===== src/rtl/alarm_sequencer.sv =====
// Four-slot BCD alarm sequencer: IDLE -> RING -> GAME, with optional auto-snooze (macro ALARM_SNOOZE_EN).
// Latency: outputs are registered and change one MCLK after the triggering tick/button/minigame pulse.
// Backpressure: none; a match while an event is in progress is dropped, never queued.
module alarm_sequencer #(
    parameter int RING_TIMEOUT = 60,
    parameter int SNOOZE_TICKS = 300,
    parameter int MAX_SNOOZE   = 3
) (
    input  logic       MCLK,
    input  logic       RESET,
    input  logic       tick_1s,
    input  logic [3:0] min10,
    input  logic [3:0] min01,
    input  logic [3:0] sec10,
    input  logic [3:0] sec01,
    input  logic       set_valid,
    input  logic [1:0] set_slot,
    input  logic       set_en,
    input  logic [3:0] set_min10,
    input  logic [3:0] set_min01,
    input  logic [3:0] set_sec10,
    input  logic [3:0] set_sec01,
    input  logic       button,
    input  logic       minigame_done,
    input  logic       minigame_fail,
    output logic       alarm_ringing,
    output logic       minigame_enable,
    output logic [1:0] active_slot,
    output logic [1:0] snooze_cnt,
    output logic       busy
);

    // The counters are 9 bits wide and the snooze count is 2 bits wide.
    if (RING_TIMEOUT < 1 || RING_TIMEOUT > 511 || SNOOZE_TICKS < 1 || SNOOZE_TICKS > 511 ||
        MAX_SNOOZE < 0 || MAX_SNOOZE > 3) begin : g_cfg_check
        $error("alarm_sequencer: parameter out of range");
    end

`ifdef ALARM_SNOOZE_EN
    typedef enum logic [1:0] {S_IDLE, S_RING, S_GAME, S_SNOOZE} state_t;
    localparam logic [9:0] SNOOZE_LIM = 10'(SNOOZE_TICKS);
    localparam logic [2:0] SNOOZE_MAX = 3'(MAX_SNOOZE);
`else
    typedef enum logic [1:0] {S_IDLE, S_RING, S_GAME} state_t;
`endif
    localparam logic [9:0] RING_LIM = 10'(RING_TIMEOUT);

    state_t      state;
    logic [8:0]  tick_cnt;
    logic [8:0]  tick_inc;
    logic [9:0]  tick_sum;
    logic [3:0]  slot_en;
    logic [15:0] slot_time [4];
    logic [15:0] cur_time;
    logic        match;
    logic [1:0]  match_idx;

    assign cur_time = {min10, min01, sec10, sec01};
    // Pre-increment count plus the current tick decides whether a limit is reached.
    assign tick_sum = {1'b0, tick_cnt} + 10'd1;
    assign tick_inc = (tick_cnt == 9'h1FF) ? tick_cnt : tick_cnt + 9'd1;

    // Slot storage; a write becomes visible to the matcher on the following cycle.
    always_ff @(posedge MCLK or posedge RESET) begin
        if (RESET) begin
            slot_en <= '0;
            for (int i = 0; i < 4; i++) slot_time[i] <= '0;
        end else if (set_valid) begin
            slot_en[set_slot]   <= set_en;
            slot_time[set_slot] <= {set_min10, set_min01, set_sec10, set_sec01};
        end
    end

    // Priority match: scanning downward leaves the lowest matching index.
    always_comb begin
        match     = 1'b0;
        match_idx = 2'd0;
        for (int i = 3; i >= 0; i--) begin
            if (slot_en[i] && slot_time[i] == cur_time) begin
                match     = 1'b1;
                match_idx = 2'(i);
            end
        end
    end

`ifndef ALARM_SNOOZE_EN
    assign snooze_cnt = 2'd0;
`endif

    // Event sequencer with outputs registered alongside each state transition.
    always_ff @(posedge MCLK or posedge RESET) begin
        if (RESET) begin
            state           <= S_IDLE;
            tick_cnt        <= '0;
            active_slot     <= '0;
            alarm_ringing   <= 1'b0;
            minigame_enable <= 1'b0;
            busy            <= 1'b0;
`ifdef ALARM_SNOOZE_EN
            snooze_cnt      <= '0;
`endif
        end else begin
            case (state)
                S_IDLE: begin
                    if (tick_1s && match) begin
                        state         <= S_RING;
                        active_slot   <= match_idx;
                        tick_cnt      <= '0;
                        alarm_ringing <= 1'b1;
                        busy          <= 1'b1;
`ifdef ALARM_SNOOZE_EN
                        snooze_cnt    <= '0;
`endif
                    end
                end
                S_RING: begin
                    if (button) begin
                        state           <= S_GAME;
                        tick_cnt        <= '0;
                        alarm_ringing   <= 1'b0;
                        minigame_enable <= 1'b1;
                    end else if (tick_1s) begin
                        if (tick_sum >= RING_LIM) begin
                            tick_cnt      <= '0;
                            alarm_ringing <= 1'b0;
`ifdef ALARM_SNOOZE_EN
                            if ({1'b0, snooze_cnt} < SNOOZE_MAX) begin
                                state      <= S_SNOOZE;
                                snooze_cnt <= snooze_cnt + 2'd1;
                            end else begin
                                state <= S_IDLE;
                                busy  <= 1'b0;
                            end
`else
                            state <= S_IDLE;
                            busy  <= 1'b0;
`endif
                        end else begin
                            tick_cnt <= tick_inc;
                        end
                    end
                end
                S_GAME: begin
                    if (minigame_done) begin
                        state           <= S_IDLE;
                        minigame_enable <= 1'b0;
                        busy            <= 1'b0;
                    end else if (minigame_fail) begin
                        state           <= S_RING;
                        tick_cnt        <= '0;
                        minigame_enable <= 1'b0;
                        alarm_ringing   <= 1'b1;
                    end
                end
`ifdef ALARM_SNOOZE_EN
                S_SNOOZE: begin
                    if (tick_1s) begin
                        if (tick_sum >= SNOOZE_LIM) begin
                            state         <= S_RING;
                            tick_cnt      <= '0;
                            alarm_ringing <= 1'b1;
                        end else begin
                            tick_cnt <= tick_inc;
                        end
                    end
                end
`endif
                default: begin
                    state           <= S_IDLE;
                    tick_cnt        <= '0;
                    alarm_ringing   <= 1'b0;
                    minigame_enable <= 1'b0;
                    busy            <= 1'b0;
                end
            endcase
        end
    end

endmodule


===== config.mk =====
export PLATFORM = sky130hd
export DESIGN_NAME = alarm_sequencer
export DESIGN_NICKNAME = d
export VERILOG_FILES = /design/src/rtl/alarm_sequencer.sv
export SDC_FILE = /design/constraint.sdc
export NUM_CORES = 1
export LEC_CHECK = 0
export CAP_MARGIN = 20
export CORE_MARGIN = 2
export CORE_UTILIZATION = 27
export CTS_CLUSTER_DIAMETER = 200
export DETAILED_ROUTE_END_ITERATION = 16
export GPL_ROUTABILITY_DRIVEN = 0
export PLACE_DENSITY_LB_ADDON = 0.25
export SYNTH_ARGS = -nofsm -noshare
export SYNTH_HDL_FRONTEND = slang
export SYNTH_SLANG_ARGS = --single-unit

===== constraint.sdc =====
create_clock -name MCLK -period 4.25 [get_ports MCLK]
set_clock_uncertainty 0.1 [all_clocks]
set_input_delay 0.85 -clock MCLK [delete_from_list [all_inputs] [get_ports MCLK]]
set_output_delay 0.85 -clock MCLK [all_outputs]
set_load 0.02 [all_outputs]

==> impl_metrics.toml, run 1 <==
[detailed_routing]
drc = 0
routed_via_density = 4.78
drtIter0Drc = 209
drt-total-wl_um = 11100
antenna_left = 0
num_vias = 3061
dr.pass1.iters = 4
wl_per_cell_um = 17.4

[synth]
ys_ff_latch = 84
yosysWarnings = 0
synth-seq-area-share = 0.478
async_flop_share = 1.00
ys_types = 43
synth_edf_count = 0
yosys.area.top_type = "dfrtp_1"
synthTopCellsByArea = "dfrtp_1 48%, mux2_2 18%, xor2_1 7.4%"
yosysTopAreaCellShare = 0.478
synth_cells = 366
syn-cell-area_mm2 = 0.00440
synthFlopType = "dfrtp_1"
avgSynthCellArea_um2 = 12.0

[sta]
setup_viol = 0
clock.fmax_ghz = 0.300
maxSlewViolCount = 0
max_slew_margin = 0.499
finalHoldViolCount = 0
tightest_slew_ns = 0.745
fin_crit_sh = 0.785
period_minus_slack_ns = 3.34
tns_ns = 0
rsz0062_at_grt = "no"

[place]
io_buffers = 46
hpwlAfterDp_um = 8120
place_area_mm2 = 0.00515
dpl.cell_count = 625

[power_and_ir_drop]
pwr_density_cell_mw_per_mm2 = 438
ir_drop_v = 0.000190
p_leak_nw = 2.19

[die]
core_area_mm2 = 0.0159
initial_core_util = 0.277
fp-row-count = 46
die_height_um = 132
die-width_um = 132
die-area_mm2 = 0.0173
io_pins = 49

[setup_path]
path_max_fanout = 8
ff2ff_path_depth = 9
critPathLaunchType = "input pin"
end_kind = "flop"
path_class = "input pin to flop"
reg2reg_setup_slack_ns = 1.58
r2r-start = "tick_cnt[0]"
critPathRequiredTime_ns = 4.38
r2r-end = "tick_cnt[3]"
arrival_ns = 3.47

[finish]
syn_to_final_growth_pct = 25.3
final_nets = 465
final_area_mm2 = 0.00551
final_common_cell = "dfrtp_1"
fillers = 1651
final_cell_mix = "84 x dfrtp_1, 70 x mux2_2, 46 x clkdlybuf4s50_1"
stdcell_count = 641
n_antenna_cell = 0
drive_gt1_frac = 0.233

[outcome]
status = "finished, final reports clean"

[global_routing]
antenna_found_initial = 0
grt_max_degree = 85
gr-total-overflow = 0
grt_usage = 0.135
grt_pass1_vias = 3221
grt_pass1_wl_um = 18000

[clock_network]
clk_latency_ns = 0.34
cts_setup_buffers = 0
clock-sinks = 84
cts_hold_buf = 0
cts.clk_slew.worst_paths_ns = 0.07
cts_made_buffers = 9
cts_resized = 0
cts_tree = "built"
cts_root_buf = "clkbuf_16"
clk_path_buf_depth = 2
h-tree-depth = 3

[worst_hold_path]
hold_path.class = "flop to flop"
hold_path_end = "busy"
hold_depth = 1
hp-start = "busy"

[run]
max_cap_violations = 0
==> Yosys cell counts (4+ instances only) <==
library cell and instances:
clkbuf_1 7, nand2_1 13, mux2_2 70, a21oi_1 7, or4b_1 4, nand2b_1 6, nand4_1 9, xnor2_1 29
inv_1 7, dfrtp_1 84, nor4_1 13, nor2_1 12, and2_1 4, or4_1 4, xor2_1 37, a32o_1 5
nand3_1 10, and4b_1 4
==> critical path, cell delays in order <==
cell and delay, ns:
clkdlybuf4s50_1 0.53, xor2_1 0.23, or4_1 0.53, nor4_1 0.36, nand4_1 0.24, a41oi_4 0.38, o22ai_1 0.14, a32o_1 0.21
==> per-layer routing <==
layer  share of wire  vias up  track usage
li1                -     1438            -
met1            0.47     1535        0.183
met2            0.47       76        0.214
met3           0.042       12       0.0247
met4           0.017        0       0.0507
met5               0        -            0
==> cells by family (layout without fill, tap and decap cells) <==
kind of cell    Yosys count  in the layout  share of synthesized area
buf+inv                  16             74                     0.0154
other cells               1              2                   0.000852
xor+xnor                 66             66                      0.131
mux                      70             70                      0.179
simple gates             94             94                      0.130
flops                    84             84                      0.478
fa+ha+maj                 3              3                    0.00853
compound gates           32             32                     0.0572
==> power by group <==
part / internal (mW) / total [mW] / switching, mW / leakage [nW]
clock network: 0.633 / 0.959 / 0.326 / 0.179
logic: 0.230 / 0.450 / 0.219 / 0.995
registers: 0.924 / 1.01 / 0.0829 / 1.02
==> stage by stage <==
step	total power [mW]	setup slack, ns	hold WS, ns	util
floorplan	1.30	1.13	0.375	-
CTS	2.44	0.972	0.428	0.347
global route	2.53	0.822	0.438	0.347
detailed placement	1.47	0.604	0.413	0.324
finish	2.42	0.913	0.418	0.347
global placement	1.46	0.673	0.407	0.324
==> sequential cells by signal, summed over array words and instances, names as in the netlist <==
signal,count
slot_time,64
tick_cnt,9
slot_en,4
active_slot,2
state,2
alarm_ringing,1
busy,1
minigame_enable,1
==> final cells by class <==
| class | count | area (µm²) | share of cell area |
|---|---|---|---|
| tap | 216 | 270 | 0.0490 |
| sequential | 84 | 2100 | 0.381 |
| clock buffer | 9 | 225 | 0.0408 |
| clock inverter | 7 | 139 | 0.0252 |
| timing repair buffer | 51 | 510 | 0.0926 |
| multi-input combinational | 267 | 2240 | 0.406 |
| inverter | 7 | 27.5 | 0.00499 |
==> worst max-delay path by stage <==
stage                     end  slack (ns)     start  depth (start not counted)
2_1_floorplan  active_slot[0]        1.13     RESET                          1
3_3_place_gp      tick_cnt[0]        0.67  min01[2]                          8
3_5_place_dp      tick_cnt[0]        0.60  min01[2]                          8
4_1_cts           tick_cnt[3]        0.97  min01[2]                          8
5_1_grt           tick_cnt[3]        0.82  sec01[0]                          8
6_report          tick_cnt[3]        0.91  min01[2]                          8
Power figures use the tool's default switching activity.
==> run 2, diff against run 1 <==
==> constraint.sdc (replaced) <==
create_clock -name MCLK -period 3.01 [get_ports MCLK]
set_clock_uncertainty 0.1 [all_clocks]
set_input_delay 0.602 -clock MCLK [delete_from_list [all_inputs] [get_ports MCLK]]
set_output_delay 0.602 -clock MCLK [all_outputs]
set_load 0.02 [all_outputs]
==> run 2 against run 1 <==
  * Total power is 39% higher
  * Combinational power is 58% higher
  * Sequential power is 41% higher
  * Non-clock buffer count is 36 higher
  * Critical path depth stayed put
  * Flip-flop and latch count stayed put
  * Critical path type unchanged
  * Via count is 3.0% higher
  * Register-to-register slack worse by 1.1 ns
==> impl_metrics.toml, run 2 (same netlist as run 1, synthesis figures left out) <==
[detailed_routing]
drc = 0
num_vias = 3152
drtIter0Drc = 111
antenna_left = 0
dr.pass1.iters = 4
drt-total-wl_um = 11200
wl_per_cell_um = 16.5
routed_via_density = 4.66

[clock_network]
h-tree-depth = 3
clock-sinks = 84
clk_latency_ns = 0.35
clk_path_buf_depth = 2
cts_setup_buffers = 0
cts.clk_slew.worst_paths_ns = 0.06
cts_tree = "built"
cts_made_buffers = 9
cts_root_buf = "clkbuf_16"

[finish]
n_antenna_cell = 0
top_regs = "slot_time (64), tick_cnt (9), slot_en (4)"
largest_register_ffs = 64
final_common_cell = "dfrtp_1"
drive_gt1_frac = 0.297
final_cell_mix = "84 x dfrtp_1, 70 x mux2_2, 43 x clkdlybuf4s50_1"
multi_input_area_mm2 = 0.00227
fillers = 1592
fin_util = 0.364
regArea_mm2 = 0.00210
final_area_mm2 = 0.00578
top_register = "slot_time"
final_nets = 501
syn_to_final_growth_pct = 31.4

[setup_path]
path_max_fanout = 8
reg2reg_setup_slack_ns = 0.48
path_class = "input pin to flop"
max_stage_delay_ns = 0.53
end_kind = "flop"
arrival_ns = 3.04
cp_cell_sequence = "clkdlybuf4s50_1 > xor2_1 > or4_1 > nor4_2 > nand4_1 > a41oi_4 > o21ai_2 > a32o_1"
crit_slowest_cell = "or4_1"
critPathRequiredTime_ns = 3.15
worst-path-buf-inv = 1
cpLargestDelayFamily = "simple AND/OR/NAND/NOR gates"
critPathLaunchType = "input pin"

[die]
die_height_um = 132
die-width_um = 132
fp-row-count = 46
core_area_mm2 = 0.0159
io_pins = 49
initial_core_util = 0.277
die-area_mm2 = 0.0173

[place]
hpwlAfterDp_um = 8510
io_buffers = 46
place_area_mm2 = 0.00542

[outcome]
status = "finished, final reports clean"

[power_and_ir_drop]
p_sw_frac = 0.265
p_leak_nw = 2.38
p_int_mw = 2.47
p_seq_frac = 0.424
p_comb_frac = 0.212
p_sw_mw = 0.887
ir_drop_v = 0.000259
p_clk_frac = 0.363
pwr_density_cell_mw_per_mm2 = 580

[global_routing]
antenna_found_initial = 0
grt_pass1_vias = 3268
grt_pass1_wl_um = 18100
grt_max_degree = 37
gr-total-overflow = 0
grt_usage = 0.137

[sta]
maxSlewViolCount = 0
setup_viol = 0
period_minus_slack_ns = 2.90
rsz0062_at_grt = "no"
max_slew_margin = 0.660
tightest_slew_ns = 0.510
finalHoldViolCount = 0
fin_crit_sh = 0.963
clock.fmax_ghz = 0.345

[worst_hold_path]
hold_path.class = "flop to flop"

[run]
max_cap_violations = 0
-- run 2: final timing paths --
path | start | to | cells past startpoint
worst max-delay path | sec01[0] | tick_cnt[0] | 8
worst min-delay path | active_slot[0] | active_slot[0] | 1
worst max register to register | slot_time[56] | tick_cnt[0] | 7
worst min register to register | active_slot[0] | active_slot[0] | 1
max in group asynchronous | RESET | active_slot[0] | 3
min in group asynchronous | RESET | slot_time[13] | 2
-- run 2: worst reg2reg max path, stage by stage (launching register included) --
cell	delay, ns
dfrtp_1	0.39
xor2_1	0.21
or4_1	0.57
nor4_2	0.24
nand4_1	0.17
a41oi_4	0.39
o21ai_2	0.13
a32o_1	0.22
-- run 2: layer usage --
metal	part of all wire	global-route usage	up-vias
li1	-	-	1512
met5	0	0	-
met2	0.46	0.208	55
met1	0.48	0.187	1571
met4	0.024	0.0640	0
met3	0.035	0.0266	14
-- run 2: layout make-up --
class	count	share of cell area
clock inverters	3	0.0119
well taps	216	0.0467
repair buffers	87	0.136
inverters	7	0.00476
clock buffers	13	0.0450
multi-input cells	267	0.392
flip-flops and latches	84	0.363
-- run 2: power groups by stage --
stage	sequential (mW)	clock, mW	combinational (mW)
after detailed placement	1.44	0	0.714
after global placement	1.44	0	0.707
final	1.42	1.22	0.712
after global routing	1.44	1.30	0.780
after floorplan	1.41	0	0.418
after CTS	1.42	1.26	0.718
-- run 2: per-stage QoR --
stage	hold WS, ns	instances	power [mW]	TNS (ns)	worst slack (ns)
5_1_grt	0.441	677	3.52	0	0.00865
2_1_floorplan	0.375	367	1.83	0	0.143
3_3_place_gp	0.401	661	2.14	-2.98	-0.395
4_1_cts	0.421	677	3.40	0	0.0242
6_report	0.415	677	3.35	0	0.110
3_5_place_dp	0.407	661	2.16	-3.68	-0.340
-- run 2: timing repair --
| action | CTS | global route |
|---|---|---|
| hold buffers | 0 | 0 |
| gates resized for setup | 0 | 7 |
| endpoints found under the setup margin | 0 | 12 |
==> run 3, diff against run 2 <==
--- a/config.mk
+++ b/config.mk
@@ -8,6 +8,7 @@
 export CAP_MARGIN = 20
 export CORE_MARGIN = 2
 export CORE_UTILIZATION = 27
+export CTS_BUF_LIST = sky130_fd_sc_hd__clkbuf_8 sky130_fd_sc_hd__clkbuf_16
 export CTS_CLUSTER_DIAMETER = 200
 export DETAILED_ROUTE_END_ITERATION = 16
 export GPL_ROUTABILITY_DRIVEN = 0
==> run 3 against run 2 <==
  * Non-clock buffer count unchanged
  * Total power down 0.19%
  * Register-to-register slack hardly changed
  * Clock power barely moved
  * Wire length did not move
  * Via count about the same
  * Sequential share of layout area did not move
  * Critical endpoint unchanged
  * Worst hold slack is the same
==> impl_metrics.toml, run 3 (same netlist as run 1, synthesis figures left out) <==
[clock_network]
cts_tree = "built"
cts.clk_slew.worst_paths_ns = 0.06
clk_path_buf_depth = 2
h-tree-depth = 3
clock-sinks = 84
cts_made_buffers = 9
clk_latency_ns = 0.35
cts_setup_buffers = 0
cts_root_buf = "clkbuf_16"
cts_hold_buf = 0

[finish]
syn_to_final_growth_pct = 31.4
largest_register_ffs = 64
final_common_cell = "dfrtp_1"
fin_util = 0.364
regArea_mm2 = 0.00210
fillers = 1592
multi_input_area_mm2 = 0.00227
top_register = "slot_time"
top_regs = "slot_time (64), tick_cnt (9), slot_en (4)"
stdcell_count = 677
n_antenna_cell = 0
final_cell_mix = "84 x dfrtp_1, 70 x mux2_2, 43 x clkdlybuf4s50_1"
final_nets = 501
final_area_mm2 = 0.00578
drive_gt1_frac = 0.297

[power_and_ir_drop]
p_sw_frac = 0.265
pwr_density_cell_mw_per_mm2 = 579
p_clk_frac = 0.362
p_int_mw = 2.46
p_sw_mw = 0.888
p_seq_frac = 0.425
p_leak_nw = 2.39
p_comb_frac = 0.213
ir_drop_v = 0.000259

[global_routing]
grt_usage = 0.137
antenna_found_initial = 0
grt_max_degree = 37
gr-total-overflow = 0
grt_pass1_vias = 3268
grt_pass1_wl_um = 18100

[sta]
max_slew_margin = 0.660
clock.fmax_ghz = 0.345
setup_viol = 0
period_minus_slack_ns = 2.90
fin_crit_sh = 0.963
finalHoldViolCount = 0
fin_ws_ns = 0.110
tightest_slew_ns = 0.510
rsz0062_at_grt = "no"
maxSlewViolCount = 0
hold_slack_ns = 0.415

[detailed_routing]
drc = 0
antenna_left = 0
drtIter0Drc = 111
num_vias = 3151
wl_per_cell_um = 16.5
routed_via_density = 4.65
drt-total-wl_um = 11200
dr.pass1.iters = 4

[place]
dpl.cell_count = 661
place_ws_ns = -0.340
io_buffers = 46
hpwlAfterDp_um = 8510
place_area_mm2 = 0.00542

[outcome]
status = "finished, final reports clean"

[run]
max_cap_violations = 0

[setup_path]
path_class = "input pin to flop"
critPathRequiredTime_ns = 3.15
end_kind = "flop"
path_max_fanout = 8
arrival_ns = 3.04
critPathLaunchType = "input pin"

[die]
io_pins = 49
fp-row-count = 46
die-area_mm2 = 0.0173
core_area_mm2 = 0.0159
initial_core_util = 0.277
die-width_um = 132
die_height_um = 132

[worst_hold_path]
hold_path.class = "flop to flop"
-- run 3: cell count changes in the layout (fill, tap and decap cells not counted) --
cell	before	now
clkbuf_1	2	0
inv_1	6	8
-- run 3: metal layers --
metal / share of wire / global-route usage
met5: 0 / 0
met4: 0.024 / 0.0640
met1: 0.48 / 0.187
met2: 0.46 / 0.208
met3: 0.037 / 0.0266
-- run 3: metrics by stage --
stage	total power, mW	setup TNS, ns
CTS	3.39	0
global route	3.51	0
floorplan	1.83	0
detailed placement	2.16	-3.68
finish	3.35	0
global placement	2.14	-2.98
-- run 3: worst paths after layout --
path / cells past startpoint / start / slack, ns / end
max in group asynchronous: 3 / RESET / 1.64 / active_slot[0]
setup reg to reg: 7 / slot_time[56] / 0.48 / tick_cnt[0]
hold / removal: 1 / active_slot[0] / 0.42 / active_slot[0]
setup / recovery: 8 / sec01[0] / 0.11 / tick_cnt[0]
hold reg to reg: 1 / active_slot[0] / 0.42 / active_slot[0]
min in group asynchronous: 2 / RESET / 0.49 / slot_time[13]
-- run 3: timing repair --
action	4_1_cts	5_1_grt
gates resized for setup	0	7
endpoints found under the hold margin	0	0
endpoints found under the setup margin	0	12
-- run 3: worst max-delay path, stage by stage --
cell and delay (ns):
clkdlybuf4s50_1 0.52, xor2_1 0.23, or4_1 0.53, nor4_2 0.25, nand4_1 0.23, a41oi_4 0.33
o21ai_2 0.13, a32o_1 0.21
-- run 3: cell type report --
type / instances / share of cell area
clock buffer: 11 / 0.0437
sequential: 84 / 0.363
tap: 216 / 0.0467
multi-input combinational: 267 / 0.392
inverter: 7 / 0.00476
timing repair buffer: 87 / 0.136
clock inverter: 5 / 0.0132
-- run 3: power groups by stage --
stage	Combinational [mW]	Clock [mW]	Sequential [mW]
2_1_floorplan	0.418	0	1.41
3_3_place_gp	0.707	0	1.44
3_5_place_dp	0.714	0	1.44
4_1_cts	0.718	1.25	1.42
5_1_grt	0.780	1.29	1.44
6_report	0.712	1.21	1.42
